File: src/rtl/ngc_timer_pkg.sv
// ngc_timer_pkg: shared types and constants for the ngc_counter timer controller.
package ngc_timer_pkg;
    localparam int DEF_WIDTH = 16;
    localparam int DEF_REP_W = 8;
    localparam logic DIR_UP = 1'b0;
    localparam logic DIR_DOWN = 1'b1;
    typedef enum logic [1:0] {IDLE, ARM, RUN} state_t;
endpackage

File: src/rtl/ngc_timer_ctrl.sv
// ngc_timer_ctrl: sequences an ngc_counter as a periodic / N-shot timer
// and reports completed periods as tick/done pulses.
module ngc_timer_ctrl
    import ngc_timer_pkg::*;
#(
    parameter int WIDTH = DEF_WIDTH,
    parameter int REP_W = DEF_REP_W
) (
    input  logic             clk,
    input  logic             rst_n,
    input  logic             start,
    input  logic             stop,
    input  logic             pause,
    input  logic             reload,
    input  logic [WIDTH-1:0] cfg_period,
    input  logic [REP_W-1:0] cfg_repeat,
    input  logic             cfg_dir,
    output logic             cnt_rst,
    output logic             cnt_load,
    output logic             cnt_enb,
    output logic             cnt_dir,
    output logic             cnt_one_shot,
    output logic [WIDTH-1:0] cnt_from,
    output logic [WIDTH-1:0] cnt_to,
    output logic [WIDTH-1:0] cnt_load_value,
    output logic [WIDTH-1:0] cnt_step,
    input  logic             cnt_hit,
    input  logic [WIDTH-1:0] cnt_count,
    output logic             busy,
    output logic             tick,
    output logic             done,
    output logic             err,
    output logic [REP_W-1:0] remaining
);
    state_t           r_state, w_next;
    logic [WIDTH-1:0] r_top;
    logic [REP_W-1:0] r_rem;
    logic             r_dir, r_tick, r_done, r_err;
    logic             w_idle, w_run, w_last, w_start_ok, w_comp, w_unused;

    assign w_idle     = r_state == IDLE;
    assign w_run      = r_state == RUN;
    assign w_last     = r_rem == REP_W'(1);
    assign w_start_ok = w_idle && start && (cfg_period != '0);
    // stop and reload both discard a coincident hit; pause freezes the counter
    assign w_comp     = w_run && !stop && !reload && !pause && cnt_hit;
    assign w_unused   = ^cnt_count;

    always_comb begin
        w_next = r_state;
        if (w_idle) w_next = w_start_ok ? ARM : IDLE;
        else if (stop || (w_comp && w_last)) w_next = IDLE;
        else if (r_state == ARM) w_next = RUN;
    end

    always_ff @(posedge clk or negedge rst_n) begin
        if (!rst_n) begin
            r_state <= IDLE;
            r_top   <= '0;
            r_rem   <= '0;
            r_dir   <= 1'b0;
            r_tick  <= 1'b0;
            r_done  <= 1'b0;
            r_err   <= 1'b0;
        end else begin
            r_state <= w_next;
            r_tick  <= w_comp;
            r_done  <= w_comp && w_last;
            r_err   <= w_idle && start && (cfg_period == '0);
            if (w_start_ok) begin
                r_top <= cfg_period - 1'b1;
                r_rem <= cfg_repeat;
                r_dir <= cfg_dir;
            end else if (w_comp && (r_rem != '0)) begin
                r_rem <= r_rem - 1'b1;
            end
        end
    end

    assign cnt_rst        = !w_run;
    assign cnt_load       = w_run && reload;
    assign cnt_enb        = w_run && !pause;
    assign cnt_dir        = r_dir;
    assign cnt_one_shot   = w_run && w_last;
    assign cnt_from       = (r_dir == DIR_DOWN) ? r_top : '0;
    assign cnt_to         = (r_dir == DIR_UP) ? r_top : '0;
    assign cnt_load_value = cnt_from;
    assign cnt_step       = WIDTH'(1);
    assign busy           = !w_idle;
    assign tick           = r_tick;
    assign done           = r_done;
    assign err            = r_err;
    assign remaining      = w_idle ? '0 : r_rem;
endmodule
File: config.mk
export PLATFORM = sky130hd
export DESIGN_NAME = ngc_timer_ctrl
export DESIGN_NICKNAME = d
export VERILOG_FILES = /design/src/rtl/ngc_timer_pkg.sv /design/src/rtl/ngc_timer_ctrl.sv
export SDC_FILE = /design/constraint.sdc
export NUM_CORES = 1
export LEC_CHECK = 0
export CORE_UTILIZATION = 37
export CTS_BUF_LIST = sky130_fd_sc_hd__clkbuf_2
export CTS_CLUSTER_SIZE = 12
export DETAILED_ROUTE_END_ITERATION = 10
export PLACE_DENSITY = 0.78
export SLEW_MARGIN = 30
export SYNTH_ARGS = -nofsm -noshare
export SYNTH_HDL_FRONTEND = slang
export SYNTH_SLANG_ARGS = --single-unit
File: constraint.sdc
create_clock -name clk -period 2 [get_ports clk]
set_input_delay 0.3 -clock clk [delete_from_list [all_inputs] [get_ports clk]]
set_output_delay 0.3 -clock clk [all_outputs]
set_load 0.01 [all_outputs]
==> impl_metrics.sql <==
INSERT INTO impl_metrics (metric_group, metric, value, unit) VALUES
('placed_design', 'gp_routability_congestion', '0.8699', ''),
('worst_setup_path', 'path_class', 'reg -> out', ''),
('cells_and_area', 'design.final.nets', '420', ''),
('synthesis', 'ys.flop_type', 'sky130_fd_sc_hd__dfrtp_1', ''),
('placed_design', 'detailedPlacementHpwl', '4780', 'microns'),
('grt', 'first_global_vias', '2047', ''),
('floorplan', 'chipHeight', '80.04', 'microns'),
('worst_setup_path', 'critPathTopFamily', 'buffers and inverters', ''),
('flow_run', 'timing.max_cap.violations', '0', ''),
('power', 'switching_power', '1.076', 'mW'),
('floorplan', 'start_util', '38.29', '%'),
('drt', 'drt-total-wl', '6138', 'microns'),
('worst_setup_path', 'worst_ep_arrival_time', '1.66', 'ns'),
('power', 'pwr-share-comb', '60.5', '%'),
('drt', 'post_drt_via_cell_ratio', '4.813', ''),
('grt', 'global_route.overflow_total', '0', ''),
('floorplan', 'floorplan.die_area', '6406', 'sq um'),
('synthesis', 'synthCells', '241', ''),
('sta', 'finalHoldViolCount', '0', ''),
('run_status', 'outcome', 'finished, final reports clean', ''),
('placed_design', 'io_buffer_count', '96', ''),
('worst_setup_path', 'crit_chain', 'buf_6 -> and2_1 -> clkdlybuf4s50_1', ''),
('sta', 'min_period', '1.965', 'ns'),
('synthesis', 'yosys-top-cells-count', '32 x sky130_fd_sc_hd__buf_4, 30 x sky130_fd_sc_hd__dfrtp_1, 23 x sky130_fd_sc_hd__nor2b_1, 17 x sky130_fd_sc_hd__and2_1, 17 x sky130_fd_sc_hd__nor2_1', ''),
('cts', 'clock_path_buffers', '2', ''),
('synthesis', 'synth_area_leader_cell', 'sky130_fd_sc_hd__dfrtp_1', ''),
('sta', 'rsz0062_at_grt', 'yes', ''),
('worst_setup_path', 'cp_data_required_time', '1.70', 'ns'),
('power', 'power.share.sequential', '29.8', '%'),
('sta', 'final_min_period_over_clock_period', '98.24', '%'),
('power', 'static_leak', '1.855', 'nW'),
('sta', 'timing.fmax', '509.0', 'MHz'),
('drt', 'drt_first_pass_iters', '4', ''),
('drt', 'route.detailed.drc', '0', ''),
('cells_and_area', 'areaGrowthSynthToFinish', '59.63', '%'),
('worst_setup_path', 'cp-start-kind', 'flop', ''),
('drt', 'dr_vias', '2132', ''),
('synthesis', 'syn_area_per_cell', '9.350', 'sq um'),
('grt', 'antenna_found_initial', '0', ''),
('synthesis', 'netlist_top_cells_area', 'sky130_fd_sc_hd__dfrtp_1 33%, sky130_fd_sc_hd__buf_4 11%, sky130_fd_sc_hd__mux2_2 7.5%', ''),
('drt', 'ant_nets', '0', ''),
('synthesis', 'synth.top_cell.area_share', '33.31', '%'),
('drt', 'dr.first_iter.drc_count', '99', ''),
('power', 'power_frac_clock', '9.8', '%'),
('floorplan', 'placeableCoreArea', '5886', 'sq um'),
('floorplan', 'dieWidth', '80.04', 'microns'),
('sta', 'maxSlewViolCount', '0', ''),
('worst_hold_path', 'hold_path.class', 'in -> async', ''),
('cells_and_area', 'drive_gt1_share', '23.37', '%'),
('synthesis', 'synth-edff-count', '0', ''),
('synthesis', 'yosys.cell_types.count', '42', ''),
('cells_and_area', 'post-route-util', '61.12', '%'),
('worst_setup_path', 'critical_path_peak_fanout', '19', ''),
('floorplan', 'design.portCount', '129', ''),
('cts', 'path_clk_slew', '0.16', 'ns'),
('worst_setup_path', 'cp_capture_type', 'primary output', ''),
('grt', 'grt_max_degree', '31', ''),
('power', 'power_per_cell_area', '824.3', 'nW/um^2'),
('cells_and_area', 'diodes', '0', ''),
('worst_setup_path', 'timing.critical_path.slowest_cell_delay', '0.55', 'ns'),
('power', 'cell_internal_pwr', '1.890', 'mW'),
('power', 'irDropWorstVdd', '0.4168', 'mV'),
('synthesis', 'yosys.cell_count.top_type', 'sky130_fd_sc_hd__buf_4', ''),
('synthesis', 'synth.cell_area', '2253', 'sq um'),
('drt', 'wl_per_cell', '13.86', 'microns'),
('power', 'p_sw_share', '36.28', '%'),
('sta', 'clock_skew', '0.01272', 'ns'),
('grt', 'grt_first_pass_wirelength', '9466', 'microns'),
('sta', 'setup_viol', '0', ''),
('cells_and_area', 'fillerInstances', '509', ''),
('synthesis', 'yosysSeqAreaShare', '33.31', '%');
## final timing paths
kind	to	from	cells after the start	slack, ns
min in group clk	err$_DFF_PN0_	start	3	0.51
max in group asynchronous	r_state[0]$_DFFE_PN0P_	rst_n	2	1.38
worst max register to register	r_rem[1]$_DFFE_PN0P_	r_rem[5]$_DFFE_PN0P_	5	0.05
worst min register to register	r_top[11]$_DFFE_PN0P_	r_top[11]$_DFFE_PN0P_	1	0.54
worst max-delay path	cnt_from[1]	cnt_dir$_DFFE_PN0P_	3	0.04
worst min-delay path	r_rem[2]$_DFFE_PN0P_	rst_n	2	0.30
## cell usage in the layout, fill, tap and decap left out, types with 2 or more instances in the layout
cell,netlist,routed
sky130_fd_sc_hd__clkdlybuf4s50_1,0,67
sky130_fd_sc_hd__conb_1,2,16
sky130_fd_sc_hd__xnor2_1,14,14
sky130_fd_sc_hd__nand3_1,4,4
sky130_fd_sc_hd__o31ai_1,4,4
sky130_fd_sc_hd__ha_1,5,5
sky130_fd_sc_hd__buf_4,32,45
sky130_fd_sc_hd__dfrtp_1,30,29
sky130_fd_sc_hd__nor2_1,17,16
sky130_fd_sc_hd__dlymetal6s2s_1,0,26
sky130_fd_sc_hd__nor4_4,2,2
sky130_fd_sc_hd__buf_6,2,4
sky130_fd_sc_hd__a21oi_1,9,9
sky130_fd_sc_hd__nand2b_1,3,3
sky130_fd_sc_hd__and2_1,17,17
sky130_fd_sc_hd__nand4_1,6,6
sky130_fd_sc_hd__dlygate4sd2_1,0,2
sky130_fd_sc_hd__a221o_1,4,4
sky130_fd_sc_hd__mux2_2,15,15
sky130_fd_sc_hd__nor3_1,6,6
sky130_fd_sc_hd__nor2b_1,23,23
sky130_fd_sc_hd__inv_1,8,8
sky130_fd_sc_hd__clkbuf_2,0,7
sky130_fd_sc_hd__nand2_1,10,10
## final cells by class
class	count	area, sq um	area share, %
clock buffer	6	30.03	0.8348
clock inverter	2	8.758	0.2435
inverter	8	30.03	0.8348
multi-input combinational	177	1281	35.62
sequential	30	752.0	20.90
tap	75	93.84	2.609
timing repair buffer	145	1401	38.96
## flip-flops by register name, summed over array words and instances (netlist names)
register and count:
done 1, r_top 16, r_state 2, err 1
r_rem 8, tick 1, cnt_dir 1
## repair_timing
action                     4_1_cts  5_1_grt
hold buffers                     0        0
setup endpoints to repair       19       61
gates resized for setup          8       36
pin swaps                        1        7
buffers inserted                 2        4
gates cloned                     0        0
## kinds of logic after synthesis
logic type,Yosys count,share of synthesized area [%]
AND/OR/NAND/NOR,102,28.37
adder cells (fa/ha/maj),5,2.776
XOR/XNOR,14,5.442
AO/OA/AOI/OAI,24,7.774
flip-flops,30,33.31
buffers and inverters,48,14.05
other,2,0.3333
multiplexers,16,7.940
## through the flow
stage                     power, mW  area [sq um]  worst slack, ns  std cells  hold WS, ns
after global routing          3.171          3597         -0.06983        443       0.3265
after global placement        2.595          3397          -0.1400        429       0.5037
after detailed placement      2.653          3397          -0.1656        429       0.5143
after floorplan               1.783          2306           0.1233        255     0.004409
after CTS                     2.971          3472         0.003356        439       0.3118
final                         2.965          3597          0.03517        443       0.2953
## power groups by stage
stage | combinational [mW] | clock, mW | sequential, mW
2_1_floorplan | 0.913 | 0 | 0.870
3_3_place_gp | 1.72 | 0 | 0.879
5_1_grt | 1.94 | 0.323 | 0.904
6_report | 1.79 | 0.290 | 0.882
3_5_place_dp | 1.76 | 0 | 0.890
4_1_cts | 1.80 | 0.293 | 0.877
## routing by layer
| metal | wire [microns] | GRT usage (%) |
|---|---|---|
| met5 | 0 | 0 |
| met1 | 2451 | 22.47 |
| met3 | 285 | 3.657 |
| met2 | 3299 | 35.04 |
| met4 | 102 | 8.393 |
No activity file was read; power rests on OpenSTA's default activity.
